`src/rtl/rv32_bram_ctrl.sv`:
```
// rv32_bram_ctrl: bridges the core's 32-bit load/store port onto one 16-bit
// simple dual-port ICE40 BRAM. Each aligned word access becomes two
// halfword accesses, low half first (little-endian).
// Optional feature macro: RV32_BRAM_CTRL_BYTE_EN enables byte enables, with
// sub-halfword stores done as read-modify-write. Without it every store
// writes all four bytes.
module rv32_bram_ctrl #(
  parameter  int DEPTH = 256,
  localparam int AW    = $clog2(DEPTH)
) (
  input  logic          clk,
  input  logic          rst_n,
  input  logic          req_valid,
  output logic          req_ready,
  input  logic          req_we,
  input  logic [31:0]   req_addr,
  input  logic [31:0]   req_wdata,
  input  logic [3:0]    req_be,
  output logic          resp_valid,
  output logic [31:0]   resp_rdata,
  output logic          resp_err,
  output logic          bram_wen,
  output logic [AW-1:0] bram_waddr,
  output logic [15:0]   bram_wdata,
  output logic          bram_ren,
  output logic [AW-1:0] bram_raddr,
  input  logic [15:0]   bram_rdata
);

  typedef enum logic [2:0] {
    IDLE, RD_LO, RD_HI, RD_CAP, WR_H, RESP
`ifdef RV32_BRAM_CTRL_BYTE_EN
    , RMW_RD, RMW_WR
`endif
  } state_t;

  state_t          state_q, state_d;
  logic            half_q, half_d;
  logic            err_q;
  logic [AW-2:0]   word_q;      // word index: addr[AW:2]; higher bits alias
  logic [31:0]     wdata_q;
  logic [3:0]      be_q;
  logic [15:0]     lo_q;        // low load halfword, held until the high one arrives
  logic [31:0]     rdata_q;

  logic            accept;
  logic            misaligned;
  logic [3:0]      req_be_eff;
  logic [AW-1:0]   half_idx;
  logic [15:0]     wr_half;
  logic [1:0]      pair;

  assign accept     = req_valid && (state_q == IDLE);
  assign misaligned = (req_addr[1:0] != 2'b00);

`ifdef RV32_BRAM_CTRL_BYTE_EN
  assign req_be_eff = req_be;
`else
  assign req_be_eff = 4'b1111;
`endif

  // Address bits above AW only alias; req_be is unused without byte enables.
  logic unused_ok;
  assign unused_ok = ^{req_addr[31:AW+1], req_be};

  assign half_idx = {word_q, half_q};
  assign wr_half  = half_q ? wdata_q[31:16] : wdata_q[15:0];
  assign pair     = half_q ? be_q[3:2] : be_q[1:0];

  // A partial halfword is sent straight into its read cycle, so each RMW
  // half costs only one cycle more than a plain halfword write.
  function automatic state_t store_entry(input logic [1:0] p);
`ifdef RV32_BRAM_CTRL_BYTE_EN
    return (p == 2'b01 || p == 2'b10) ? RMW_RD : WR_H;
`else
    return (p == 2'b11) ? WR_H : WR_H;
`endif
  endfunction

  // Next-state logic and state-decoded BRAM/handshake outputs.
  always_comb begin
    // NOTE: every output of this block gets a default first so that no path
    // through the case statement can leave one unassigned and infer a latch.
    state_d    = state_q;
    half_d     = half_q;
    req_ready  = 1'b0;
    resp_valid = 1'b0;
    bram_wen   = 1'b0;
    bram_waddr = '0;
    bram_wdata = '0;
    bram_ren   = 1'b0;
    bram_raddr = '0;
    unique case (state_q)
      IDLE: begin
        req_ready = 1'b1;
        if (req_valid) begin
          half_d = 1'b0;
          // Misaligned requests spend one silent WR_H cycle before RESP.
          if (misaligned)   state_d = WR_H;
          else if (!req_we) state_d = RD_LO;
          else              state_d = store_entry(req_be_eff[1:0]);
        end
      end
      RD_LO: begin
        bram_ren   = 1'b1;
        bram_raddr = {word_q, 1'b0};
        state_d    = RD_HI;
      end
      RD_HI: begin
        bram_ren   = 1'b1;
        bram_raddr = {word_q, 1'b1};
        state_d    = RD_CAP;
      end
      RD_CAP: state_d = RESP;
      WR_H: begin
        if (!err_q && pair == 2'b11) begin
          bram_wen   = 1'b1;
          bram_waddr = half_idx;
          bram_wdata = wr_half;
        end
        if (err_q || half_q) begin
          state_d = RESP;
        end else begin
          half_d  = 1'b1;
          state_d = store_entry(be_q[3:2]);
        end
      end
`ifdef RV32_BRAM_CTRL_BYTE_EN
      RMW_RD: begin
        bram_ren   = 1'b1;
        bram_raddr = half_idx;
        state_d    = RMW_WR;
      end
      RMW_WR: begin
        bram_wen   = 1'b1;
        bram_waddr = half_idx;
        bram_wdata = {pair[1] ? wr_half[15:8] : bram_rdata[15:8],
                      pair[0] ? wr_half[7:0]  : bram_rdata[7:0]};
        if (half_q) begin
          state_d = RESP;
        end else begin
          half_d  = 1'b1;
          state_d = store_entry(be_q[3:2]);
        end
      end
`endif
      RESP: begin
        resp_valid = 1'b1;
        state_d    = IDLE;
      end
      default: state_d = IDLE;
    endcase
  end

  assign resp_err   = (state_q == RESP) && err_q;
  assign resp_rdata = rdata_q;

  // State register.
  always_ff @(posedge clk or negedge rst_n) begin
    // NOTE: registered state is written with <= only, so every flop samples
    // the pre-edge values regardless of statement order.
    if (!rst_n) begin
      state_q <= IDLE;
      half_q  <= 1'b0;
    end else begin
      state_q <= state_d;
      half_q  <= half_d;
    end
  end

  // Request latch on accept and load-data capture.
  always_ff @(posedge clk or negedge rst_n) begin
    if (!rst_n) begin
      err_q   <= 1'b0;
      word_q  <= '0;
      wdata_q <= '0;
      be_q    <= '0;
      lo_q    <= '0;
      rdata_q <= '0;
    end else begin
      if (accept) begin
        err_q   <= misaligned;
        word_q  <= req_addr[AW:2];
        wdata_q <= req_wdata;
        be_q    <= req_be_eff;
        if (misaligned) rdata_q <= '0;
      end
      if (state_q == RD_HI)  lo_q    <= bram_rdata;
      if (state_q == RD_CAP) rdata_q <= {bram_rdata, lo_q};
    end
  end

endmodule

```
`config.mk`:
```
export PLATFORM = sky130hd
export DESIGN_NAME = rv32_bram_ctrl
export DESIGN_NICKNAME = d
export VERILOG_FILES = /design/src/rtl/rv32_bram_ctrl.sv
export SDC_FILE = /design/constraint.sdc
export NUM_CORES = 1
export LEC_CHECK = 0
export BUFFER_PORTS_ARGS = -buffer_cell sky130_fd_sc_hd__buf_4
export CAP_MARGIN = 20
export CELL_PAD_IN_SITES_DETAIL_PLACEMENT = 1
export CELL_PAD_IN_SITES_GLOBAL_PLACEMENT = 2
export CORE_UTILIZATION = 30
export CTS_CLUSTER_SIZE = 8
export DETAILED_ROUTE_END_ITERATION = 10
export PLACE_DENSITY_LB_ADDON = 0.1
export SETUP_SLACK_MARGIN = 0.5
export SYNTH_ARGS = -nofsm -noshare
export SYNTH_HDL_FRONTEND = slang
export SYNTH_SLANG_ARGS = --single-unit
```
`constraint.sdc`:
```
create_clock -name clk -period 2.2 [get_ports clk]
set_clock_uncertainty 0.1 [all_clocks]
set_input_delay 0.11 -clock clk [delete_from_list [all_inputs] [get_ports clk]]
set_output_delay 0.11 -clock clk [all_outputs]
set_load 0.01 [all_outputs]
```
# --- Yosys cells after proc, flatten, opt, wreduce, memory -nomap -nowiden ---
# Cells that the tools add are included.
# W data, S select, Z words.
op_classes:
  eq_ne: 8
  n_mux: 22
  n_reduce_logical: 13
ops:
  columns: ["cell", "count"]
  rows:
  - ["$mux W32", 3]
  - ["$mux W16", 3]
  - ["$mux W8", 2]
  - ["$pmux W8 S2", 1]
  - ["$pmux W3 S5", 1]
  - ["$mux W3", 3]
  - ["$mux W1", 8]
  - ["$reduce_bool A2 Y1", 4]
  - ["$eq A3 B2 Y1 const B", 2]
  - ["$eq A3 B3 Y1 const B", 2]
  - ["$ne A2 B2 Y1 const B", 2]
  - ["$eq A3 B1 Y1 const B", 1]
  - ["$logic_and A1 B1 Y1", 3]
  - ["$logic_not A3 Y1", 1]
  - ["$reduce_and A3 Y1", 1]
  - ["$eq A2 B2 Y1 const B", 1]
  - ["$pmux W1 S2", 1]
  - ["$reduce_and A2 Y1", 1]
  - ["$reduce_or A2 Y1", 1]
  - ["$logic_not A1 Y1", 1]
  - ["$logic_or A1 B1 Y1", 1]
totals:
  register_bits: 93
  in_bits: 88
  out_inout_bits: 69
  elab_cells: 51

# --- Logic depth before layout (Yosys ltp) ---
depth:
  word_depth: 4
  depth_mapped: 6
  ltp_nobuf: 4

# --- Worst setup path after synthesis ---
# Ideal clock, no wire load.
synth_path:
  kind: "flip-flop to flip-flop"
  from: "register state_q[2]"
  to: "register wdata_q[0]"
  arrival_time_ps: 1478
  required_time_ps: 1975
  slack_ps: 497
  path_stages_with_launch: 5
  n_path_buf: 2
  path_cell_list: "dfrtp_1 buf_4 nor4b_4 buf_6 mux2_2"
synth_between:
  elab_chain_len: 2
synth_rtl:
  columns: ["element", "line_no", "text"]
  rows:
  - ["from (decl)", "37", "state_t state_q, state_d;"]
  - ["from (signal assigned)", "166", "state_q <= state_d;"]
  - ["$logic_not A3 Y1", "53", "assign accept = req_valid && (state_q == IDLE);"]
  - ["$logic_and A1 B1 Y1", "53", null]
  - ["to (signal assigned)", "184", "wdata_q <= req_wdata;"]
  - ["to (decl)", "41", "logic [31:0] wdata_q;"]
# No other way between the ends.
# A chain may end at the register's enable or synchronous reset.

# --- Worst setup path in the final report ---
layout_path:
  from: "register state_q[0]"
  to: "output port bram_waddr[5]"
layout_between:
  elab_chain_len: 2
layout_rtl:
  columns: ["element", "line_no", "text"]
  rows:
  - ["$eq A3 B3 Y1", "93", "unique case (state_q)"]
  - ["$mux W8", "93", null]
  - ["to (decl)", "23", "output logic [AW-1:0] bram_waddr,"]
# No other way between the ends.

==> impl_metrics.py <==
metrics = {
    "finish": {
        "multiInputGateArea_um2": 2041,
        "n_antenna_cell": 0,
        "fin_area_um2": 7219,
        "layout_commonest_cell": "buf_4",
        "regArea_um2": 2332,
        "area_growth_pct": 75.06,
        "final_cell_mix": "buf_4, dfrtp_1, dlygate4sd3_1, mux2_4, buf_6",
        "layout-drive-gt1-share_pct": 49.83,
        "nets": 657,
        "fin_cells": 750,
        "fillers": 1353,
    },
    "placed_design": {
        "place_congestion": 0.6775,
        "placed_area_um2": 5293,
        "place_inst": 638,
        "pre_cts_ws_ns": 0.3213,
        "port_buffers": 129,
        "place_hpwl_um": 7159,
    },
    "worst_setup_path": {
        "end_kind": "primary output",
        "critPathLaunchType": "flip-flop",
        "crit_fanout": 5,
        "path_class": "reg -> out",
        "cp.arrival_ns": 1.59,
        "worst-endpoint-required_ns": 1.99,
    },
    "floorplanning": {
        "start_util_pct": 30.90,
        "ios": 157,
        "dieArea_um2": 14220,
        "core_um2": 13350,
        "num_rows": 42,
        "die_w_um": 119.2,
        "dieHeight_um": 119.2,
    },
    "route": {
        "drc_errors": 0,
        "postRouteAntennaNets": 0,
        "wl_per_cell_um": 17.96,
        "dr.pass1.iters": 4,
        "viasPerCell": 4.817,
        "dr_total_vias": 3613,
        "drt_iter0_markers": 131,
        "drt_wl_total_um": 13470,
    },
    "timing": {
        "period_minus_slack_ns": 1.803,
        "fmax_mhz": 554.5,
        "timing.slew.headroom_pct": 72.71,
        "maxSlewViolCount": 0,
        "timing.final.crit_share_pct": 81.97,
        "fin_setup_tns_ns": 0,
        "worst_slew_pin_slew_ns": 0.4094,
        "hold_viol_final": 0,
        "rsz0062_at_grt": "true",
        "setup_violations": 0,
        "finalWorstSetupSlack_ns": 0.3967,
    },
    "clocking": {
        "numCtsBuffers": 9,
        "cts-root-buf": "clkbuf_16",
        "htreeDepth": 3,
        "cts_tree": "done",
        "cts_buffer_depth": 2,
        "clock-sinks": 93,
        "clk_latency_ns": 0.35,
        "clk_pin_slew_worst_paths_ns": 0.07,
    },
    "grt": {
        "grt_pass1_vias": 3857,
        "grt_usage_pct": 18.87,
        "grt-ovfl-total": 0,
        "grt_first_pass_wirelength_um": 20580,
        "antenna_found_initial": 0,
        "grt_max_degree": 48,
    },
    "outcome": {
        "outcome": "complete, no violations",
    },
    "pwr": {
        "p_leak_nw": 3.351,
        "power_density_nw_per_um2": 1359,
        "vdd_ir_drop_max_mv": 0.5193,
        "total_power_mw": 9.815,
    },
    "synthesis": {
        "yosysWarnings": 0,
        "synth_cell_type_count": 30,
        "yosys_register_bits": 93,
        "synthTopCellsByArea": "dfrtp_1, mux2_2, a22oi_1, o21ai_0, mux2i_1",
        "syn_area_per_cell_um2": 11.92,
        "synth_area_um2": 4124,
        "syn_nets": 434,
        "syn_inst": 346,
        "synth_top_cell_by_area": "dfrtp_1",
        "ys_seq_area_share_pct": 56.43,
        "yosys.area.top_type_share_pct": 56.43,
    },
    "hold_path": {
        "hold_path_class": "in -> async",
    },
    "job": {
        "max-cap-violations": 0,
    },
}
cells by family after synthesis:
| kind of cell | count (synthesis) | share of synthesized area, % |
|---|---|---|
| AO/OA/AOI/OAI | 71 | 10.65 |
| flip-flops | 93 | 56.43 |
| AND/OR/NAND/NOR | 83 | 10.04 |
| buffers and inverters | 27 | 3.762 |
| XOR/XNOR | 1 | 0.2124 |
| multiplexers | 71 | 18.90 |
sequential cells by signal, indices dropped and copies added (netlist names):
register / flops
resp_rdata: 32
wdata_q: 32
lo_q: 16
word_q: 7
state_q: 3
be_q: 1
err_q: 1
half_q: 1
report_power, final:
| group | switching, mW | internal (mW) | leakage [nW] |
|---|---|---|---|
| Combinational | 2.09 | 2.92 | 2.14 |
| Clock | 0.691 | 0.908 | 0.140 |
| Sequential | 0.613 | 2.59 | 1.07 |
Yosys cell counts (all sizes together):
library cell / instances
or3b: 1
a22oi: 32
and3b: 1
nor3b: 2
nand4b: 1
nand2: 35
buf: 16
xnor2: 1
dfrtp: 93
o21ai: 35
nor2: 22
clkbuf: 9
nor4b: 1
and2: 16
or2: 1
inv: 2
mux2i: 16
o211ai: 1
nor3: 3
a31oi: 1
mux2: 55
a21oi: 2
critical path, stage by stage (launching register included):
cell and delay (ns):
dfrtp_2 0.45, nor2_4 0.12, nand4b_1 0.12, buf_6 0.17, inv_2 0.09, and2_1 0.16
buf_4 0.13
path summary, 6_finish.rpt:
| check | from | to | slack [ns] | cells after the start |
|---|---|---|---|---|
| setup / recovery | state_q[0] | bram_waddr[5] | 0.40 | 6 |
| hold / removal | rst_n | resp_rdata[25] | 0.13 | 2 |
| setup reg to reg | state_q[2] | wdata_q[25] | 0.40 | 5 |
| hold reg to reg | be_q[0] | be_q[0] | 0.38 | 1 |
| max in group asynchronous | rst_n | err_q | 1.24 | 3 |
| min in group clk | be_q[0] | be_q[0] | 0.38 | 1 |
final cells by class:
class / count / area share [%]
timing repair buffer: 236 / 32.03
sequential: 93 / 32.31
clock buffer: 10 / 3.310
clock inverter: 6 / 0.8666
tap: 176 / 3.050
multi-input combinational: 226 / 28.27
inverter: 2 / 0.1040
timing repair inverter: 1 / 0.06932
metrics by stage:
step           hold WS, ns  utilization, %
2_1_floorplan      -0.2856               -
3_3_place_gp      -0.02944           39.65
3_5_place_dp      -0.03050           39.65
4_1_cts             0.1383           50.96
5_1_grt             0.1537           54.09
6_report            0.1316           54.09
per-layer routing:
metal / track usage [%] / wire, um
met1: 22.32 / 5789
met2: 33.36 / 6939
met3: 3.640 / 525
met4: 7.595 / 214
met5: 0 / 0
repair_timing:
| item | in CTS | in global routing |
|---|---|---|
| pin swaps | 17 | 17 |
| hold buffers | 61 | 0 |
| resized for setup | 82 | 106 |
| cloned | 6 | 3 |
| setup endpoints to repair | 107 | 122 |
| setup buffers | 22 | 4 |
| endpoints found under the hold margin | 105 | 0 |
(Power assumes the default switching activity.)
